==> config.mk <==
export PLATFORM = sky130hd
export DESIGN_NAME = hazard_stall_unit
export DESIGN_NICKNAME = d
export VERILOG_FILES = /design/src/rtl/hazard_stall_unit.sv
export SDC_FILE = /design/constraint.sdc
export NUM_CORES = 1
export LEC_CHECK = 0
export BUFFER_PORTS_ARGS = -buffer_cell sky130_fd_sc_hd__buf_4
export CELL_PAD_IN_SITES_DETAIL_PLACEMENT = 1
export CELL_PAD_IN_SITES_GLOBAL_PLACEMENT = 1
export CORE_ASPECT_RATIO = 1.25
export CORE_MARGIN = 4
export CORE_UTILIZATION = 30
export CTS_CLUSTER_SIZE = 25
export DETAILED_ROUTE_END_ITERATION = 8
export GPL_TIMING_DRIVEN = 0
export PLACE_DENSITY = 0.64
export SLEW_MARGIN = 30
export SYNTH_ARGS = -nofsm -noshare
export SYNTH_HDL_FRONTEND = slang
export SYNTH_SLANG_ARGS = --single-unit
==> constraint.sdc <==
create_clock -name clk -period 2.3 [get_ports clk]
set_clock_uncertainty 0.2 [all_clocks]
set_input_delay 0.345 -clock clk [delete_from_list [all_inputs] [get_ports clk]]
set_output_delay 0.345 -clock clk [all_outputs]
set_load 0.05 [all_outputs]
==> src/rtl/hazard_stall_unit.sv <==
// ============================================================================
// Module   : hazard_stall_unit
// Purpose  : RAW hazard detector for the pipelined Beta core. Drives the
//            IF/ID stall and the ID/EX bubble from an in-flight dest scoreboard.
// Revision : 1.0 - initial release
// ============================================================================
`default_nettype none

module hazard_stall_unit #(
    parameter int PIPE_DEPTH = 3,
    parameter int BYPASS     = 0,
    parameter int CNT_W      = 16
) (
    input  logic             clk,
    input  logic             reset,
    input  logic             id_valid,
    input  logic [31:0]      id_inst,
    input  logic             id_ra2sel,
    input  logic             flush,
    output logic             stall,
    output logic             bubble,
    output logic [CNT_W-1:0] stall_count
);

    localparam logic [5:0] c_op_ld  = 6'b011000;
    localparam logic [5:0] c_op_st  = 6'b011001;
    localparam logic [5:0] c_op_jmp = 6'b011011;
    localparam logic [5:0] c_op_beq = 6'b011100;
    localparam logic [5:0] c_op_bne = 6'b011101;
    localparam logic [5:0] c_op_ldr = 6'b011111;
    localparam logic [4:0] c_r31    = 5'd31;

    // ------------------------------------------------------------------
    // Decode of the instruction held in ID
    // ------------------------------------------------------------------
    logic [5:0] w_opcode;
    logic [4:0] w_rc;
    logic [4:0] w_ra;
    logic [4:0] w_rb;
    logic [4:0] w_src2;
    logic       w_is_op;
    logic       w_is_opc;
    logic       w_is_st;
    logic       w_reads_ra;
    logic       w_reads_src2;
    logic       w_writes_rc;
    logic       w_is_load;
    logic       w_use_ra;
    logic       w_use_src2;

    assign w_opcode = id_inst[31:26];
    assign w_rc     = id_inst[25:21];
    assign w_ra     = id_inst[20:16];
    assign w_rb     = id_inst[15:11];
    assign w_src2   = id_ra2sel ? w_rc : w_rb;

    always_comb begin
        w_is_op      = (w_opcode[5:4] == 2'b10);
        w_is_opc     = (w_opcode[5:4] == 2'b11);
        w_is_st      = (w_opcode == c_op_st);
        w_is_load    = (w_opcode == c_op_ld) || (w_opcode == c_op_ldr);
        w_reads_ra   = w_is_op || w_is_opc || w_is_st
                    || (w_opcode == c_op_ld)  || (w_opcode == c_op_jmp)
                    || (w_opcode == c_op_beq) || (w_opcode == c_op_bne);
        // The second read port is Rb for ALU ops and Rc for stores.
        w_reads_src2 = w_is_op || (w_is_st && id_ra2sel);
        w_writes_rc  = w_is_op || w_is_opc || w_is_load
                    || (w_opcode == c_op_jmp)
                    || (w_opcode == c_op_beq) || (w_opcode == c_op_bne);
    end

    assign w_use_ra   = w_reads_ra   && (w_ra   != c_r31);
    assign w_use_src2 = w_reads_src2 && (w_src2 != c_r31);

    // ------------------------------------------------------------------
    // Scoreboard of destinations downstream of ID (slot 0 = EX)
    // ------------------------------------------------------------------
    logic [PIPE_DEPTH-1:0] r_sb_valid;
    logic [PIPE_DEPTH-1:0] r_sb_load;
    logic [4:0]            r_sb_rd [PIPE_DEPTH];
    logic [PIPE_DEPTH-1:0] w_match;
    logic                  w_hazard;
    logic                  w_insert;

    assign w_insert = id_valid && !stall && !flush && w_writes_rc && (w_rc != c_r31);

    always_ff @(posedge clk) begin
        if (reset) begin
            r_sb_valid[0] <= 1'b0;
            r_sb_load[0]  <= 1'b0;
            r_sb_rd[0]    <= 5'd0;
        end else begin
            r_sb_valid[0] <= w_insert;
            r_sb_load[0]  <= w_insert && w_is_load;
            r_sb_rd[0]    <= w_insert ? w_rc : 5'd0;
        end
    end

    generate
        for (genvar k = 1; k < PIPE_DEPTH; k++) begin : g_slot
            always_ff @(posedge clk) begin
                if (reset) begin
                    r_sb_valid[k] <= 1'b0;
                    r_sb_load[k]  <= 1'b0;
                    r_sb_rd[k]    <= 5'd0;
                end else begin
                    r_sb_valid[k] <= r_sb_valid[k-1];
                    r_sb_load[k]  <= r_sb_load[k-1];
                    r_sb_rd[k]    <= r_sb_rd[k-1];
                end
            end
        end
    endgenerate

    generate
        for (genvar k = 0; k < PIPE_DEPTH; k++) begin : g_match
            assign w_match[k] = r_sb_valid[k]
                             && ((w_use_ra   && (r_sb_rd[k] == w_ra))
                              || (w_use_src2 && (r_sb_rd[k] == w_src2)));
        end
    endgenerate

    generate
        if (BYPASS != 0) begin : g_bypass
            // With forwarding only a load in EX cannot supply its result in time.
            assign w_hazard = id_valid && w_match[0] && r_sb_load[0];
        end else begin : g_no_bypass
            assign w_hazard = id_valid && (|w_match);
        end
    endgenerate

    // ------------------------------------------------------------------
    // Outputs: flush and reset both override a hazard
    // ------------------------------------------------------------------
    assign stall  = w_hazard && !flush && !reset;
    assign bubble = (stall || flush) && !reset;

    logic [CNT_W-1:0] r_stall_count;

    always_ff @(posedge clk) begin
        if (reset) begin
            r_stall_count <= '0;
        end else if (stall && (r_stall_count != {CNT_W{1'b1}})) begin
            r_stall_count <= r_stall_count + 1'b1;
        end
    end

    assign stall_count = r_stall_count;

endmodule

`default_nettype wire

## After elaboration in Yosys (flattened, before gate mapping)

Memories as Yosys holds them, arrays and structs flattened.
Index checks and enable logic that the tools add are counted.

| operators by class | value |
|---|---|
| add/subtract/negate cells | 1 |
| equality and inequality tests | 18 |
| muxes and demuxes | 8 |
| bitwise logic cells | 3 |
| reductions and logical operators | 41 |

Operators with widths:

| kind | count |
|---|---|
| 6-bit by 5-bit == test with 1-bit output (second input constant) | 6 |
| 5-bit == test | 6 |
| 5-bit 2-to-1 mux | 5 |
| 1-bit logical AND | 21 |
| 16-bit by 1-bit adder with 16-bit output (second input constant) | 1 |
| 1-bit logical OR | 16 |
| 16-bit inequality test (second input constant) | 1 |
| 5-bit inequality test (second input constant) | 3 |
| 2-bit == test (second input constant) | 2 |
| 1-bit logical NOT | 3 |
| 1-bit 2-to-1 mux | 3 |
| 1-bit OR | 3 |
| 3-bit OR reduction | 1 |

| storage, ports and cells | value |
|---|---|
| bits in registers | 19 |
| RAM bits | 15 |
| bits of input ports | 37 |
| output and inout bits | 18 |
| logic and storage cells | 76 |
| memories kept | 1 |

Memory list:

| name | words | width | read ports | clocked after Yosys merged registers in | wr ports | RTL line | text |
|---|---|---|---|---|---|---|---|
| r_sb_rd | 3 | 5 | 3 | 0 | 3 | 80 | `logic [4:0] r_sb_rd [PIPE_DEPTH];` |

## Logic depth before layout (Yosys ltp)

| logic depth | value |
|---|---|
| word-level depth | 22 |
| depth in mapped cells | 11 |
| depth with buffers taken out | 9 |

## Worst setup path after synthesis

Ideal clock, no wire load.

| path | value |
|---|---|
| kind | input port to output port |
| start point | in id_ra2sel |
| end point | out bubble |
| data arrival time | 2,750 ps |
| data required time | 1,755 ps |
| slack | -995 ps |
| cell stages on the path | 11 |
| buffers on the path | 2 |
| cell sequence | buf_6 > mux2i_2 > xnor2_1 > nor4_1 > nand3_1 > o22ai_1 > nor2_1 > buf_6 > inv_1 > nor2_1 > nor2_1 |

| between the ends | value |
|---|---|
| cells in the longest elaborated chain, start to end | 12 |
| elaborated cells on any way between the ends | 23 |
| classes of those cells | 4 x eq/ne; 1 x mux; 18 x reduce/logical |

RTL lines:

| element | RTL line | text |
|---|---|---|
| start, declared | 18 | `input logic id_ra2sel,` |
| 5-bit 2-to-1 mux or 1-bit logical AND (tied branches) | 55, 66 |  |
| 5-bit inequality test or 1-bit logical OR (tied branches) | 73, 66 |  |
| 1-bit logical AND | 73 | `assign w_use_src2 = w_reads_src2 && (w_src2 != c_r31);` |
| 1-bit logical AND | 119 | `\|\| (w_use_src2 && (r_sb_rd[k] == w_src2)));` |
| 1-bit logical OR | 119 |  |
| 1-bit logical AND | 118 | `&& ((w_use_ra && (r_sb_rd[k] == w_ra))` |
| 3-bit OR reduction * | 128 | `assign w_hazard = id_valid && (\|w_match);` |
| 1-bit logical AND * | 128 |  |
| 1-bit logical AND * (2 in a row) | 135 | `assign stall = w_hazard && !flush && !reset;` |
| net stall | 20 | `output logic stall,` |
| 1-bit logical OR * | 136 | `assign bubble = (stall \|\| flush) && !reset;` |
| 1-bit logical AND * | 136 |  |
| end, declared | 21 | `output logic bubble,` |

The timed path passes the listed nets; every way through them passes the cells marked *.

## Final worst setup path

| path | value |
|---|---|
| start point | in id_ra2sel |
| end point | out bubble |

| between the ends | value |
|---|---|
| cells in the longest elaborated chain, start to end | 12 |
| elaborated cells on any way between the ends | 23 |
| classes of those cells | 4 x eq/ne; 1 x mux; 18 x reduce/logical |

RTL lines:

| element | RTL line |
|---|---|
| 5-bit 2-to-1 mux or 1-bit logical AND (tied branches) | 55, 66 |
| 5-bit inequality test or 1-bit logical OR (tied branches) | 73, 66 |
| 1-bit logical AND | 73 |
| 1-bit logical AND | 119 |
| 1-bit logical OR | 119 |
| 1-bit logical AND | 118 |
| 3-bit OR reduction * | 128 |
| 1-bit logical AND * | 128 |
| 1-bit logical AND * (2 in a row) | 135 |
| 1-bit logical OR * | 136 |
| 1-bit logical AND * | 136 |

Every way passes the cells marked *; elsewhere a longest branch is shown, timed or not.

==> results.txt <==
Largest net degree at the start of global routing -> 11
Final Hold Fails -> 0
Register area share after synthesis -> 35.7%
Total GRT Usage -> 16.3%
Die height -> 97.1 um
Initial antenna violation count -> 0
Design Area, Final -> 2990 um2
Max Cap Violations -> 0
Reg power frac -> 45.5%
# setup viols final -> 17
Grt total ovfl -> 0
Drt drc -> 0
Placement Cell Area -> 2430 um2
First-pass GRT wire length -> 9.90 mm
Normalized max-slew margin -> 57.7%
F_max -> 0.374 GHz
CTS buffer count -> 5
Vias/cell -> 5.09
Final critical-path share of the clock period -> 116%
Slew Viols, Final -> 0
Syn_nets -> 258
Max Buffers Root-to-Sink -> 2
Distinct cells, synth -> 33
PD cells -> 437 nW/um2
Maximum vdd drop -> 0.248 mV
Drt initial violations -> 44
Critical path fanouts, max -> 6
Fin util -> 48.5%
CTS Hold Bufs -> 0
Site row count -> 32
Clock Power Share -> 40.5%
Die footprint -> 7700 um2
Fillers -> 740
Clk pin slew, worst setup/hold paths -> 70 ps
Yosys warns -> 0
CP required -> 1750 ps
Pre-Repair DR Iteration Count -> 4
Vias in the first global route -> 2,083
Initial core utilization -> 30.9%
Sw power -> 0.000320 W
Routed Antenna Nets -> 0
Die X -> 79.3 um
Avg WL per Cell -> 16.8 um
Final #Nets -> 326
Power share of the combinational group -> 14.0%
Arr. time, crit path -> 2130 ps
Sw frac -> 24.5%
Failing checks -> setup timing
Ratio of cells with drive above 1 in the final layout -> 41.5%
Syn Area/Cell -> 8.67 um2
Dpl hpwl -> 4.57 mm
Placer Congestion -> 0.802
Int Pwr -> 0.000985 W
Critical Path Sink Type -> output port
RSZ-0062 raised after global routing -> yes
Final min period -> 2670 ps
Worst Hold Class -> in -> reg
Synth Register Bits -> 34
Area Growth Syn to Fin -> 56.7%
Crit path launch type -> input port
CTS tree -> yes
Core area -> 6170 um2
Critical path class -> in -> out
I/O pin cnt -> 55
Actual slew at the worst max-slew pin -> 635 ps
P_leak -> 1.08 nW
Synth Instances -> 220
Status -> finished with violations
Final worst slack -> -373 ps
Cell Area, Synth -> 1910 um2
H-tree Lvls -> 2
Ant. Diodes -> 0
Root buffer cell -> clkbuf_8
Worst-Skew Late Latency -> 280 ps
IO Port Bufs -> 42
Drt total wl -> 6.27 mm
CTS sink cnt -> 34
Routed vias -> 1,905
-- kinds of logic (layout without fill, tap and decap cells) --
| logic type | after synthesis | after routing | synth area share [%] |
|---|---|---|---|
| muxes | 9 | 9 | 5.97 |
| buffers and inverters | 12 | 81 | 3.15 |
| AOI/OAI and AO/OA | 34 | 34 | 11.3 |
| and+or+nand+nor | 100 | 100 | 29.5 |
| DFF | 34 | 34 | 35.7 |
| xor gates and xnor gates | 30 | 30 | 13.8 |
| adders and majority gates | 1 | 1 | 0.656 |
-- final timing paths --
check                                    from               to  slack (ps)  cells after the start
worst max-delay path                id_ra2sel           bubble        -370                     12
worst min-delay path              id_inst[23]    r_sb_rd[0][2]         100                      2
worst max register to register  r_sb_rd[2][3]  stall_count[12]        -230                     12
worst min register to register  r_sb_valid[0]    r_sb_valid[1]         300                      1
-- registers in the layout, indices dropped and copies added, names as in the netlist --
| name | flops |
|---|---|
| r_sb_rd | 15 |
| stall_count | 16 |
| r_sb_valid | 3 |
-- synth_stat cells --
cell / number / area, um2
nor3_1: 4 / 20.0
buf_6: 2 / 22.5
nand4b_1: 1 / 8.76
o21ai_0: 3 / 15.0
ha_1: 1 / 12.5
nand2_1: 7 / 26.3
o31ai_1: 8 / 60.1
and2_1: 5 / 31.3
nor2_1: 11 / 41.3
nand3_1: 22 / 110
xor2_1: 15 / 131
o2111a_1: 1 / 11.3
a21oi_1: 16 / 80.1
or4_1: 6 / 45.0
or3_1: 6 / 37.5
nand2b_1: 3 / 18.8
mux2_2: 4 / 45.0
o22ai_1: 2 / 12.5
xnor2_1: 15 / 131
and3_1: 6 / 37.5
clkbuf_1: 7 / 26.3
o41ai_1: 2 / 17.5
nor2b_1: 16 / 100
o221ai_1: 1 / 8.76
nor4_1: 6 / 37.5
inv_1: 3 / 11.3
or2_2: 2 / 12.5
nor4b_1: 1 / 8.76
nand4_1: 3 / 18.8
mux2i_2: 5 / 68.8
nor3b_1: 1 / 7.51
o311a_1: 1 / 10.0
dfxtp_1: 34 / 681
-- what timing repair did --
action,4_1_cts,5_1_grt
gates resized for setup,34,24
pin swaps,12,16
gates cloned,0,1
endpoints found under the setup margin,18,18
buffers inserted,10,9
-- cell type report --
type / count / area, um2 / area share [%]
multi-input cells: 174 / 1460 / 49.0
flip-flops and latches: 34 / 694 / 23.2
repair buffers: 61 / 508 / 17.0
clock buffers: 8 / 110 / 3.69
well taps: 85 / 106 / 3.56
plain buffers: 9 / 90.1 / 3.02
inverters: 3 / 15.0 / 0.503
-- critical path: stages --
cell and delay (ps):
buf_12 120, mux2i_4 330, xnor2_2 90, nor4_2 320, nand3_1 170, a21oi_2 200
nor2_4 70, buf_6 120, clkinvlp_4 90, nor2_4 40, nor2_4 70, buf_6 160
-- layout by cell type (no fill, tap or decap), types with 4 or more instances in the layout --
cell / instances
a21oi_1: 15
nand3_1: 21
nor2_1: 8
buf_6: 6
xnor2_1: 14
or4_1: 6
or3_1: 6
nor4_2: 4
xor2_1: 15
o31ai_4: 4
mux2i_4: 5
and2_1: 5
buf_4: 53
clkbuf_1: 4
nor2b_1: 16
nand2_1: 7
dfxtp_1: 29
clkbuf_8: 8
-- per-stage QoR --
stage,total power (W),cells,TNS (ps),hold slack [ps],setup WS [ps]
global placement,0.000768,347,-9760,277,-651
detailed placement,0.000772,347,-9410,283,-646
finish,0.00130,374,-3670,102,-373
global route,0.00136,374,-5130,118,-465
CTS,0.00132,364,-3290,99.5,-457
floorplan,0.000697,220,-1050,259,-402
-- metal layers --
metal,wire length (um),up-vias,global-route usage (%)
met4,81,0,4.23
met3,224,6,3.62
li1,-,931,-
met2,3610,42,31.9
met1,2350,926,16.8
met5,0,-,0
-- power groups by stage --
stage                     sequential (W)  clock [W]  combinational, W
final                           0.000593   0.000528          0.000183
after global routing            0.000594   0.000563          0.000199
after CTS                       0.000593   0.000547          0.000175
after detailed placement        0.000607          0          0.000165
after global placement          0.000607          0          0.000161
after floorplan                 0.000606          0         0.0000904
Note: power is estimated with default switching activity, not from simulation.
